<file path="src/rtl/alu_mdu.sv">
`default_nettype none
// ============================================================================
//  Module      : alu_mdu
//  Description : Single-issue ALU plus iterative multiply/divide unit.
//                ALU ops complete in one cycle; MULT/MULTU use one shift-add
//                step per cycle, DIV/DIVU one restoring step per cycle.
//                Optional divider compiled in with macro ALU_MDU_DIV_EN;
//                without it DIV/DIVU behave as reserved opcodes.
//  Revision    : 1.0 - initial release
// ============================================================================
module alu_mdu #(
  parameter int WIDTH = 32,
  parameter int CNT_W = 6
) (
  input  logic             clk_i,
  input  logic             rst_ni,
  input  logic             start_i,
  input  logic [3:0]       op_i,
  input  logic [WIDTH-1:0] a_i,
  input  logic [WIDTH-1:0] b_i,
  output logic             busy_o,
  output logic             done_o,
  output logic [WIDTH-1:0] result_o,
  output logic [WIDTH-1:0] hi_o,
  output logic [WIDTH-1:0] lo_o,
  output logic             zero_o,
  output logic             overflow_o,
  output logic             div_by_zero_o
);

  localparam logic [3:0] c_OP_ADD   = 4'd0;
  localparam logic [3:0] c_OP_SUB   = 4'd1;
  localparam logic [3:0] c_OP_OR    = 4'd2;
  localparam logic [3:0] c_OP_AND   = 4'd3;
  localparam logic [3:0] c_OP_XOR   = 4'd4;
  localparam logic [3:0] c_OP_SLT   = 4'd5;
  localparam logic [3:0] c_OP_SLTU  = 4'd6;
  localparam logic [3:0] c_OP_MULT  = 4'd7;
  localparam logic [3:0] c_OP_MULTU = 4'd8;

`ifdef ALU_MDU_DIV_EN
  localparam logic [3:0] c_OP_DIV   = 4'd9;
  localparam logic [3:0] c_OP_DIVU  = 4'd10;
  typedef enum logic [1:0] {S_IDLE = 2'd0, S_MUL = 2'd1, S_DIV = 2'd2, S_DONE = 2'd3} state_e;
`else
  typedef enum logic [1:0] {S_IDLE = 2'd0, S_MUL = 2'd1, S_DONE = 2'd3} state_e;
`endif

  state_e               state_q;
  logic [CNT_W-1:0]     cnt_q;
  logic                 busy_q, done_q;
  logic [WIDTH-1:0]     result_q, hi_q, lo_q;
  logic                 zero_q, ovf_q, dbz_q;
  logic [2*WIDTH-1:0]   mcand_q, acc_q, acc_d;
  logic [WIDTH-1:0]     mplier_q;
  logic                 msigned_q;

  logic [WIDTH-1:0]     w_sum, w_diff, w_alu_res;
  logic                 w_alu_ovf, w_alu_op, w_last, w_is_mul;

  assign w_sum    = a_i + b_i;
  assign w_diff   = a_i - b_i;
  assign w_alu_op = (op_i <= c_OP_SLTU);
  assign w_is_mul = (op_i == c_OP_MULT) || (op_i == c_OP_MULTU);
  assign w_last   = (cnt_q == CNT_W'(WIDTH - 1));

  // Single-cycle ALU result and signed overflow from the live operands
  always_comb begin
    w_alu_res = '0;
    w_alu_ovf = 1'b0;
    case (op_i)
      c_OP_ADD: begin
        w_alu_res = w_sum;
        w_alu_ovf = (a_i[WIDTH-1] == b_i[WIDTH-1]) && (w_sum[WIDTH-1] != a_i[WIDTH-1]);
      end
      c_OP_SUB: begin
        w_alu_res = w_diff;
        w_alu_ovf = (a_i[WIDTH-1] != b_i[WIDTH-1]) && (w_diff[WIDTH-1] != a_i[WIDTH-1]);
      end
      c_OP_OR:   w_alu_res = a_i | b_i;
      c_OP_AND:  w_alu_res = a_i & b_i;
      c_OP_XOR:  w_alu_res = a_i ^ b_i;
      c_OP_SLT:  w_alu_res = WIDTH'($signed(a_i) < $signed(b_i));
      c_OP_SLTU: w_alu_res = WIDTH'(a_i < b_i);
      default:   w_alu_res = '0;
    endcase
  end

  // Shift-add step; the multiplier MSB carries negative weight for signed MULT
  always_comb begin
    acc_d = acc_q;
    if (mplier_q[0]) begin
      if (msigned_q && w_last) acc_d = acc_q - mcand_q;
      else                     acc_d = acc_q + mcand_q;
    end
  end

`ifdef ALU_MDU_DIV_EN
  logic [WIDTH-1:0] rem_q, rem_d, quo_q, quo_d, dvs_q, w_abs_a, w_abs_b, w_q_fix, w_r_fix;
  logic [WIDTH:0]   w_rem_sh, w_trial;
  logic             negq_q, negr_q, w_sdiv, w_is_div;

  assign w_sdiv   = (op_i == c_OP_DIV);
  assign w_is_div = (op_i == c_OP_DIV) || (op_i == c_OP_DIVU);
  assign w_abs_a  = (w_sdiv && a_i[WIDTH-1]) ? -a_i : a_i;
  assign w_abs_b  = (w_sdiv && b_i[WIDTH-1]) ? -b_i : b_i;

  // Restoring division step on magnitudes, then sign fix-up of the final pair
  always_comb begin
    w_rem_sh = {rem_q, quo_q[WIDTH-1]};
    w_trial  = w_rem_sh - {1'b0, dvs_q};
    if (!w_trial[WIDTH]) begin
      rem_d = w_trial[WIDTH-1:0];
      quo_d = {quo_q[WIDTH-2:0], 1'b1};
    end else begin
      rem_d = w_rem_sh[WIDTH-1:0];
      quo_d = {quo_q[WIDTH-2:0], 1'b0};
    end
    w_q_fix = negq_q ? -quo_d : quo_d;
    w_r_fix = negr_q ? -rem_d : rem_d;
  end
`endif

  // Control FSM, iteration datapath and held result registers
  always_ff @(posedge clk_i or negedge rst_ni) begin
    if (!rst_ni) begin
      state_q   <= S_IDLE;
      cnt_q     <= '0;
      busy_q    <= 1'b0;
      done_q    <= 1'b0;
      result_q  <= '0;
      hi_q      <= '0;
      lo_q      <= '0;
      zero_q    <= 1'b0;
      ovf_q     <= 1'b0;
      dbz_q     <= 1'b0;
      mcand_q   <= '0;
      acc_q     <= '0;
      mplier_q  <= '0;
      msigned_q <= 1'b0;
`ifdef ALU_MDU_DIV_EN
      rem_q     <= '0;
      quo_q     <= '0;
      dvs_q     <= '0;
      negq_q    <= 1'b0;
      negr_q    <= 1'b0;
`endif
    end else begin
      case (state_q)
        S_IDLE: begin
          if (start_i) begin
            busy_q <= 1'b1;
            cnt_q  <= '0;
            if (w_is_mul) begin
              msigned_q <= (op_i == c_OP_MULT);
              mcand_q   <= (op_i == c_OP_MULT) ? {{WIDTH{a_i[WIDTH-1]}}, a_i} : {{WIDTH{1'b0}}, a_i};
              mplier_q  <= b_i;
              acc_q     <= '0;
              state_q   <= S_MUL;
            end
`ifdef ALU_MDU_DIV_EN
            else if (w_is_div) begin
              if (b_i == '0) begin
                result_q <= '1;
                lo_q     <= '1;
                hi_q     <= a_i;
                zero_q   <= 1'b0;
                ovf_q    <= 1'b0;
                dbz_q    <= 1'b1;
                done_q   <= 1'b1;
                state_q  <= S_DONE;
              end else begin
                negq_q  <= w_sdiv && (a_i[WIDTH-1] ^ b_i[WIDTH-1]);
                negr_q  <= w_sdiv && a_i[WIDTH-1];
                quo_q   <= w_abs_a;
                dvs_q   <= w_abs_b;
                rem_q   <= '0;
                state_q <= S_DIV;
              end
            end
`endif
            else begin
              // ALU ops and reserved opcodes; hi/lo are left untouched
              result_q <= w_alu_res;
              zero_q   <= w_alu_op && (w_alu_res == '0);
              ovf_q    <= w_alu_ovf;
              dbz_q    <= 1'b0;
              done_q   <= 1'b1;
              state_q  <= S_DONE;
            end
          end
        end
        S_MUL: begin
          acc_q    <= acc_d;
          mcand_q  <= {mcand_q[2*WIDTH-2:0], 1'b0};
          mplier_q <= {1'b0, mplier_q[WIDTH-1:1]};
          cnt_q    <= cnt_q + CNT_W'(1);
          if (w_last) begin
            cnt_q    <= '0;
            hi_q     <= acc_d[2*WIDTH-1:WIDTH];
            lo_q     <= acc_d[WIDTH-1:0];
            result_q <= acc_d[WIDTH-1:0];
            zero_q   <= (acc_d[WIDTH-1:0] == '0);
            ovf_q    <= 1'b0;
            dbz_q    <= 1'b0;
            done_q   <= 1'b1;
            state_q  <= S_DONE;
          end
        end
`ifdef ALU_MDU_DIV_EN
        S_DIV: begin
          rem_q <= rem_d;
          quo_q <= quo_d;
          cnt_q <= cnt_q + CNT_W'(1);
          if (w_last) begin
            cnt_q    <= '0;
            lo_q     <= w_q_fix;
            hi_q     <= w_r_fix;
            result_q <= w_q_fix;
            zero_q   <= (w_q_fix == '0);
            ovf_q    <= 1'b0;
            dbz_q    <= 1'b0;
            done_q   <= 1'b1;
            state_q  <= S_DONE;
          end
        end
`endif
        S_DONE: begin
          done_q  <= 1'b0;
          busy_q  <= 1'b0;
          state_q <= S_IDLE;
        end
        default: state_q <= S_IDLE;
      endcase
    end
  end

  assign busy_o        = busy_q;
  assign done_o        = done_q;
  assign result_o      = result_q;
  assign hi_o          = hi_q;
  assign lo_o          = lo_q;
  assign zero_o        = zero_q;
  assign overflow_o    = ovf_q;
  assign div_by_zero_o = dbz_q;

endmodule
`default_nettype wire

</file>
<file path="config.mk">
export PLATFORM = sky130hd
export DESIGN_NAME = alu_mdu
export DESIGN_NICKNAME = d
export VERILOG_FILES = /design/src/rtl/alu_mdu.sv
export SDC_FILE = /design/constraint.sdc
export NUM_CORES = 1
export LEC_CHECK = 0
export ABC_AREA = 1
export ABC_CLOCK_PERIOD_IN_PS = 5800
export CAP_MARGIN = 20
export CORE_AREA = 2 2 225 227
export CTS_CLUSTER_SIZE = 14
export DETAILED_ROUTE_END_ITERATION = 7
export DIE_AREA = 0 0 227 229
export GPL_ROUTABILITY_DRIVEN = 0
export PLACE_DENSITY = 0.65
export SYNTH_ARGS = -nofsm -noshare
export SYNTH_HDL_FRONTEND = slang
export SYNTH_SLANG_ARGS = --single-unit
</file>
<file path="constraint.sdc">
create_clock -name clk_i -period 5.8 [get_ports clk_i]
set_clock_uncertainty 0.05 [all_clocks]
set_input_delay 0.58 -clock clk_i [delete_from_list [all_inputs] [get_ports clk_i]]
set_output_delay 0.58 -clock clk_i [all_outputs]
set_load 0.02 [all_outputs]
</file>
==> summary.md, run 1 <==
| Metric | Value |
|---|---|
| Synth async-reset ratio | `between 90% and 100%` |
| # resized after CTS | `0` |
| EDFF count, synth | `0` |
| Ys flop type | `dfrtp_1` |
| Share of cells above drive strength 1 | `around 4.8%` |
| Syn Nets | `4068` |
| Hold Crit Class | `in2async` |
| Setup Crit Path Kind | `reg2reg` |
| Via density | `5.53` |
| Die Y | `~230 um` |
| Die W | `about 230 um` |
| Uppermost layer routed | `met5` |
| Total setup buffers inserted after CTS | `0` |
| Port buffer count | `170` |
| Final Hold Vio Count | `0` |
| Tcrit/Tclk final | `around 80%` |
| Hpwl dp | `approximately 66 mm` |
| P per Cell Area | `a little over 500 mW/mm^2` |
| Static leakage | `between 10 and 15 nW` |
| Synthesis Warnings | `0` |
| Synth cell types | `60` |
| Layout Cells excl Fill | `about 4.6k` |
| Worst Path Required | `~6300 ps` |
| Largest net degree at the start of global routing | `roughly 120` |
| Synth-to-Final Area Change | `12.7%` |
| N_diodes | `0` |
| Site row count | `82` |
| Core ar. | `between 0.04 and 0.05 sq mm` |
| Vias in the first global route | `~24k` |
| RSZ-0062 raised after global routing | `false` |
| Initial DRC count | `roughly 2.5k` |
| Outcome | `completed` |
| Register area | `0.00673 sq mm` |
| Crit Path Max Fanout | `37` |
| Total Routing Usage GR | `a little under a third` |
| Drt first pass iters | `6` |
| Most frequent cells in the layout | `nand2_1 (1066), inv_1 (561), nor2_1 (348), nand3_1 (270), dfrtp_1 (268)` |
| Starting density of the core | `between 40 and 50%` |
| Vias | `approximately 25k` |
| Worst Path Arrival | `about 5100 ps` |
| Max_slew headroom | `34.9%` |
| Nets | `between 4k and 5k` |
| Layout fillers | `about 5k` |
| DR DRC count | `0` |
| Die area | `~0.052 sq mm` |
| Peak Freq | `about 220 MHz` |
| Maximum VDD drop | `roughly 0.00031 V` |
| Syn Area/Cell | `~6.4 sq um` |
| Number of CTS-inserted buffers | `31` |
| Max-cap viol count | `0` |
| Most common cell after layout, fill and taps aside | `nand2_1` |
| CTS Hold Bufs | `0` |
| Htree depth | `1` |
| TNS Setup | `0 ps` |
| Worst Hold Slack | `about 42 ps` |
| Longest Clk Path Bufs | `3` |
| Routed Antenna Nets | `0` |
| Met3 wire length | `6.90 mm` |
| Multi-input logic area | `about 0.015 sq mm` |
| Clk sink count | `roughly 270` |
| Post-DR wirelength/cell | `between 15 and 20 um` |
| Actual slew at the worst max-slew pin | `around 1000 ps` |
| #FFs+latches synth | `about 270` |
| Sequential fraction of the synthesis area | `27.4%` |
| WL met1 | `about 37 mm` |
| Metal2 WL | `between 30 and 40 mm` |
| Placed cells | `about 4.5k` |
| CTS tree | `built` |
| Clk Latency, worst-skew pair | `about 620 ps` |
| Clock root buffer | `clkbuf_16` |
| Final setup vio count | `0` |
| Final WL | `83.4 mm` |
| Clock slew at reported path FFs | `roughly 60 ps` |
| Cell Area, Synth | `about 0.025 sq mm` |
| Critical path launch point type | `flip-flop` |
| Post-Synthesis Cells | `around 3.8k` |
| Period minus WS final | `between 4000 and 5000 ps` |
| Remaining Overflow, GRT | `0` |
| Global-route wire length before repair | `around 130 mm` |
| Max-slew violations | `0` |
| Top Ports | `about 170` |
| Antenna violations before repair | `2` |
| Critical path capture point type | `flip-flop` |
## kinds of logic (layout without fill, tap and decap cells)
group | Yosys count | in the layout | synth area share [%]
DFF | 269 | 269 | 27.4
buffers and inverters | 708 | 822 | 11.4
other | 1 | 1 | 0.0152
AOI/OAI and AO/OA | 696 | 696 | 16.7
muxes | 1 | 1 | 0.0458
xor gates and xnor gates | 86 | 86 | 3.06
adders and majority gates | 181 | 181 | 9.29
and+or+nand+nor | 1874 | 1874 | 32.1
## path summary, 6_finish.rpt
check | slack [ps] | endpoint | startpoint | cells after the start
setup / recovery | 1200 | zero_o$_DFFE_PN0P_ | cnt_q[0]$_DFFE_PN0P_ | 25
hold / removal | 40 | lo_o[5]$_DFFE_PN0P_ | rst_ni | 1
setup reg to reg | 1200 | zero_o$_DFFE_PN0P_ | cnt_q[0]$_DFFE_PN0P_ | 25
hold reg to reg | 430 | lo_o[17]$_DFFE_PN0P_ | lo_o[17]$_DFFE_PN0P_ | 2
max in group asynchronous | 4420 | acc_q[35]$_DFFE_PN0P_ | rst_ni | 2
min in group clk_i | 430 | lo_o[17]$_DFFE_PN0P_ | lo_o[17]$_DFFE_PN0P_ | 2
## synth_stat cells (all sizes together), types with 3 or more instances
master | number | share of area [%]
nand2 | 1087 | 17
inv | 573 | 8.7
nor2 | 369 | 5.8
nand3 | 278 | 5.8
dfrtp | 269 | 27
o21ai | 257 | 5.3
a21oi | 194 | 4.2
ha | 178 | 9.0
o211ai | 83 | 2.6
xor2 | 72 | 2.6
clkbuf | 70 | 1.1
buf | 65 | 1.5
a31oi | 46 | 1.2
nor3 | 45 | 1.2
nand4 | 44 | 1.2
o22ai | 36 | 0.92
o21bai | 23 | 0.70
or2 | 22 | 0.56
nor4 | 18 | 0.52
o221ai | 14 | 0.50
xnor2 | 14 | 0.50
o21a | 11 | 0.34
a21o | 8 | 0.24
o31ai | 6 | 0.18
a21boi | 5 | 0.15
nand3b | 5 | 0.15
and2 | 3 | 0.076
and3 | 3 | 0.076
fa | 3 | 0.24
## per-layer routing
| layer | track usage (%) | vias to the layer above |
|---|---|---|
| li1 | - | 12542 |
| met1 | 46.4 | 11703 |
| met2 | 49.7 | 1031 |
| met3 | 3.69 | 156 |
| met4 | 9.80 | 4 |
| met5 | 0 | - |
## layout make-up
| type | count | share of cell area (%) |
|---|---|---|
| multi-input combinational | 2839 | 54.5 |
| sequential | 269 | 24.3 |
| inverter | 573 | 7.77 |
| timing repair buffer | 192 | 6.84 |
| tap | 672 | 3.03 |
| clock buffer | 42 | 2.98 |
| clock inverter | 15 | 0.614 |
## critical path, cell delays in order, from the launching register on
cell and delay (ps):
dfrtp_1 380, ha_1 220, nand4_1 110, nor2_1 60, inv_1 130, nor2_2 70, inv_2 480, o41ai_1 200
xor2_1 160, inv_1 70, ha_1 340, a21oi_1 220, o21ai_0 230, a21oi_1 260, nor2_1 130, nor2_1 140
nand2_1 110, nand2_1 70, nand3_1 100, nand2_1 170, nand3_1 90, nor2_1 300, nand4_1 200, nand2_1 120
nand2_1 50, nand2_1 60
## report_power, final
part	switching, W	leakage (nW)	internal, W	total [W]
combinational	0.00588	10.4	0.00283	0.00871
sequential	0.000666	3.43	0.00260	0.00327
clock	0.000854	0.482	0.00110	0.00195
total	0.00740	14.3	0.00653	0.0139
## sequential cells by signal (all words and copies together) (netlist names), 2 cells and up
name	cells
hi_o	32
state_q	2
result_o	32
cnt_q	6
lo_o	32
mcand_q	64
mplier_q	32
acc_q	64
## metrics by stage
step	utilization, %	power (W)	area (sq um)	setup slack [ps]
finish	55.8	0.0139	27700	1200
global route	55.8	0.0152	27700	880
CTS	55.8	0.0138	27700	1310
detailed placement	53.8	0.0118	26700	1340
global placement	53.8	0.0118	26700	1360
floorplan	-	0.00930	24600	2250
No activity file was read; power rests on OpenSTA's default activity.
==> inputs of run 2 (changes only) <==
--- a/config.mk
+++ b/config.mk
@@ -6,14 +6,14 @@
 export NUM_CORES = 1
 export LEC_CHECK = 0
 export ABC_AREA = 1
-export ABC_CLOCK_PERIOD_IN_PS = 5800
+export ABC_CLOCK_PERIOD_IN_PS = 4000
 export CAP_MARGIN = 20
 export CORE_AREA = 2 2 225 227
 export CTS_CLUSTER_SIZE = 14
 export DETAILED_ROUTE_END_ITERATION = 7
 export DIE_AREA = 0 0 227 229
 export GPL_ROUTABILITY_DRIVEN = 0
-export PLACE_DENSITY = 0.65
+export PLACE_DENSITY = 0.68
 export SYNTH_ARGS = -nofsm -noshare
 export SYNTH_HDL_FRONTEND = slang
 export SYNTH_SLANG_ARGS = --single-unit
==> constraint.sdc (replaced) <==
create_clock -name clk_i -period 4 [get_ports clk_i]
set_clock_uncertainty 0.05 [all_clocks]
set_input_delay 0.4 -clock clk_i [delete_from_list [all_inputs] [get_ports clk_i]]
set_output_delay 0.4 -clock clk_i [all_outputs]
set_load 0.02 [all_outputs]
==> run 2 against run 1 <==
Net effect:
- the run now ends with negative setup slack left
- maximum frequency is 14% higher
- first-iteration DRC count is 9.9% higher
- count of clock-buffer cells in the layout is 4 higher
- flip-flop and latch count stayed put
- worst hold slack better by 370 ps
- wire length is 4.5% higher
- register-to-register slack worse by 1300 ps
- cell count is 6.8% higher
- critical endpoint is now acc_q[63]$_DFFE_PN0P_
- largest power group unchanged
==> summary.md, run 2 (synthesized netlist as in run 1, its figures left out) <==
| Metric | Value |
|---|---|
| Largest registers | `acc_q x64, mcand_q x64` |
| Starting density of the core | `around half` |
| Critical path launch point type | `flip-flop` |
| Setup Crit Path Kind | `reg2reg` |
| Remaining Overflow, GRT | `0` |
| Failing checks | `negative setup slack` |
| Number of CTS-inserted buffers | `34` |
| Hold Crit Class | `in2async` |
| Clock slew at reported path FFs | `roughly 60 ps` |
| Crit Path Max Fanout | `4` |
| Actual slew at the worst max-slew pin | `about 840 ps` |
| Die area | `a little over 0.05 sq mm` |
| Nets | `about 4.5k` |
| P per Cell Area | `between 800 and 900 mW/mm^2` |
| Site row count | `just over 80` |
| Post-DR wirelength/cell | `between 15 and 20 um` |
| Max_slew headroom | `roughly 44%` |
| Pint | `0.0129 W` |
| Die Y | `229 um` |
| Max-slew violations | `0` |
| Most frequent cell on the critical path | `nand2_1` |
| CTS tree | `built` |
| Clock share of power | `a little under an eighth` |
| Share of cells above drive strength 1 | `between 10% and 20%` |
| Switching power | `around 0.013 W` |
| Tcrit/Tclk final | `101%` |
| Clk Latency, worst-skew pair | `about 570 ps` |
| Port buffer count | `170` |
| Static leakage | `about 16 nW` |
| R2R setup slack | `-50 ps` |
| Layout fillers | `about 4.6k` |
| Core ar. | `slightly below 0.05 sq mm` |
| Die W | `between 200 and 250 um` |
| Hpwl dp | `roughly 68 mm` |
| Top Ports | `172` |
| Longest Clk Path Bufs | `3` |
| Clk sink count | `roughly 270` |
| Net Sw Frac | `just under 50%` |
| Combinational power share | `about 70%` |
| Vias in the first global route | `24.7k` |
| Via density | `between 5 and 6` |
| Largest net degree at the start of global routing | `about 110` |
| Critical path capture point type | `flip-flop` |
| Outcome | `finished with violations` |
| Most frequent cells in the layout | `nand2_1 (1005), inv_1 (540), buf_4 (315), nor2_1 (292), dfrtp_1 (268)` |
| Final WL | `about 87 mm` |
| Worst Path Required | `roughly 4500 ps` |
| Routed Antenna Nets | `0` |
| Met3 wire length | `approximately 8.4 mm` |
| Drt first pass iters | `6` |
| Tot Pwr | `0.0256 W` |
| Initial DRC count | `2763` |
| Max-cap viol count | `0` |
| Final setup vio count | `7` |
| Vias | `between 20k and 30k` |
| Peak Freq | `approximately 250 MHz` |
| Htree depth | `2` |
| Synth-to-Final Area Change | `29.1%` |
| DR DRC count | `0` |
| Largest stage delay, worst path | `around 400 ps` |
| Maximum VDD drop | `just under 0.0004 V` |
| Total Routing Usage GR | `32.4%` |
| Period minus WS final | `about 4000 ps` |
| Slowest CP cell | `dfrtp_1` |
| Antenna violations before repair | `2` |
| Worst Path Arrival | `4500 ps` |
| Clock root buffer | `clkbuf_16` |
| RSZ-0062 raised after global routing | `true` |
| Final Hold Vio Count | `0` |
| Pre-CTS setup slack | `-261 ps` |
| Seq pwr share | `between 10% and 20%` |
| Uppermost layer routed | `met5` |
| WL met1 | `36.6 mm` |
| Worst setup margin | `-49.9 ps` |
| Most common cell after layout, fill and taps aside | `nand2_1` |
| TNS Setup | `-202 ps` |
| Metal2 WL | `~38 mm` |
| Global-route wire length before repair | `approximately 130 mm` |
## run 2: final timing paths
kind | startpoint | endpoint | depth (start not counted)
max in group asynchronous | rst_ni | mplier_q[14]$_DFFE_PN0P_ | 3
min in group clk_i | lo_o[1]$_DFFE_PN0P_ | lo_o[1]$_DFFE_PN0P_ | 2
min | rst_ni | lo_o[2]$_DFFE_PN0P_ | 2
max reg2reg | mcand_q[0]$_DFFE_PN0P_ | acc_q[63]$_DFFE_PN0P_ | 26
max | mcand_q[0]$_DFFE_PN0P_ | acc_q[63]$_DFFE_PN0P_ | 26
min reg2reg | lo_o[1]$_DFFE_PN0P_ | lo_o[1]$_DFFE_PN0P_ | 2
## run 2: area by class of cell
| class | instances | area (sq um) | share of cell area [%] |
|---|---|---|---|
| Multi-Input combinational cell | 2839 | 16600 | 52.3 |
| Inverter | 573 | 2160 | 6.80 |
| Sequential cell | 269 | 6730 | 21.2 |
| Clock inverter | 13 | 136 | 0.429 |
| Timing Repair Buffer | 502 | 4320 | 13.6 |
| Antenna cell | 1 | 2.50 | 0.00788 |
| Tap cell | 672 | 841 | 2.65 |
| Clock buffer | 46 | 957 | 3.01 |
## run 2: metal layers
metal,global-route usage (%),vias to the layer above
met4,12.4,2
met1,44.5,12378
met3,6.11,259
li1,-,13195
met5,0,-
met2,50.5,1175
## run 2: stage by stage
stage | utilization, % | hold slack (ps) | cell area, sq um | instances
3_3_place_gp | 58.0 | 407 | 28800 | 4817
6_report | 64.0 | 417 | 31800 | 4915
3_5_place_dp | 58.0 | 408 | 28800 | 4817
4_1_cts | 60.9 | 422 | 30300 | 4882
2_1_floorplan | - | 54.4 | 24600 | 3816
5_1_grt | 64.0 | 442 | 31800 | 4914
## run 2: power groups by stage
stage          clock [W]  combinational, W  sequential [W]
5_1_grt          0.00320            0.0195         0.00481
3_3_place_gp           0            0.0151         0.00463
3_5_place_dp           0            0.0152         0.00464
4_1_cts          0.00310            0.0157         0.00463
2_1_floorplan          0           0.00889         0.00460
6_report         0.00306            0.0179         0.00471
## run 2: timing repair
action                                  4_1_cts  5_1_grt
endpoints found under the setup margin       66       90
endpoints found under the hold margin       100        0
setup buffers                                 5       32
hold buffers                                  1        0
pin swaps                                    11      114
resized for setup                            68      341
## run 2: critical path: cells and delay by family (launching register included)
kind,cells,cell delay (ps)
and+or+nand+nor,13,1260
buffers and inverters,2,200
AOI/OAI and AO/OA,8,1420
DFF,1,390
xor gates and xnor gates,1,250
adders and majority gates,2,430
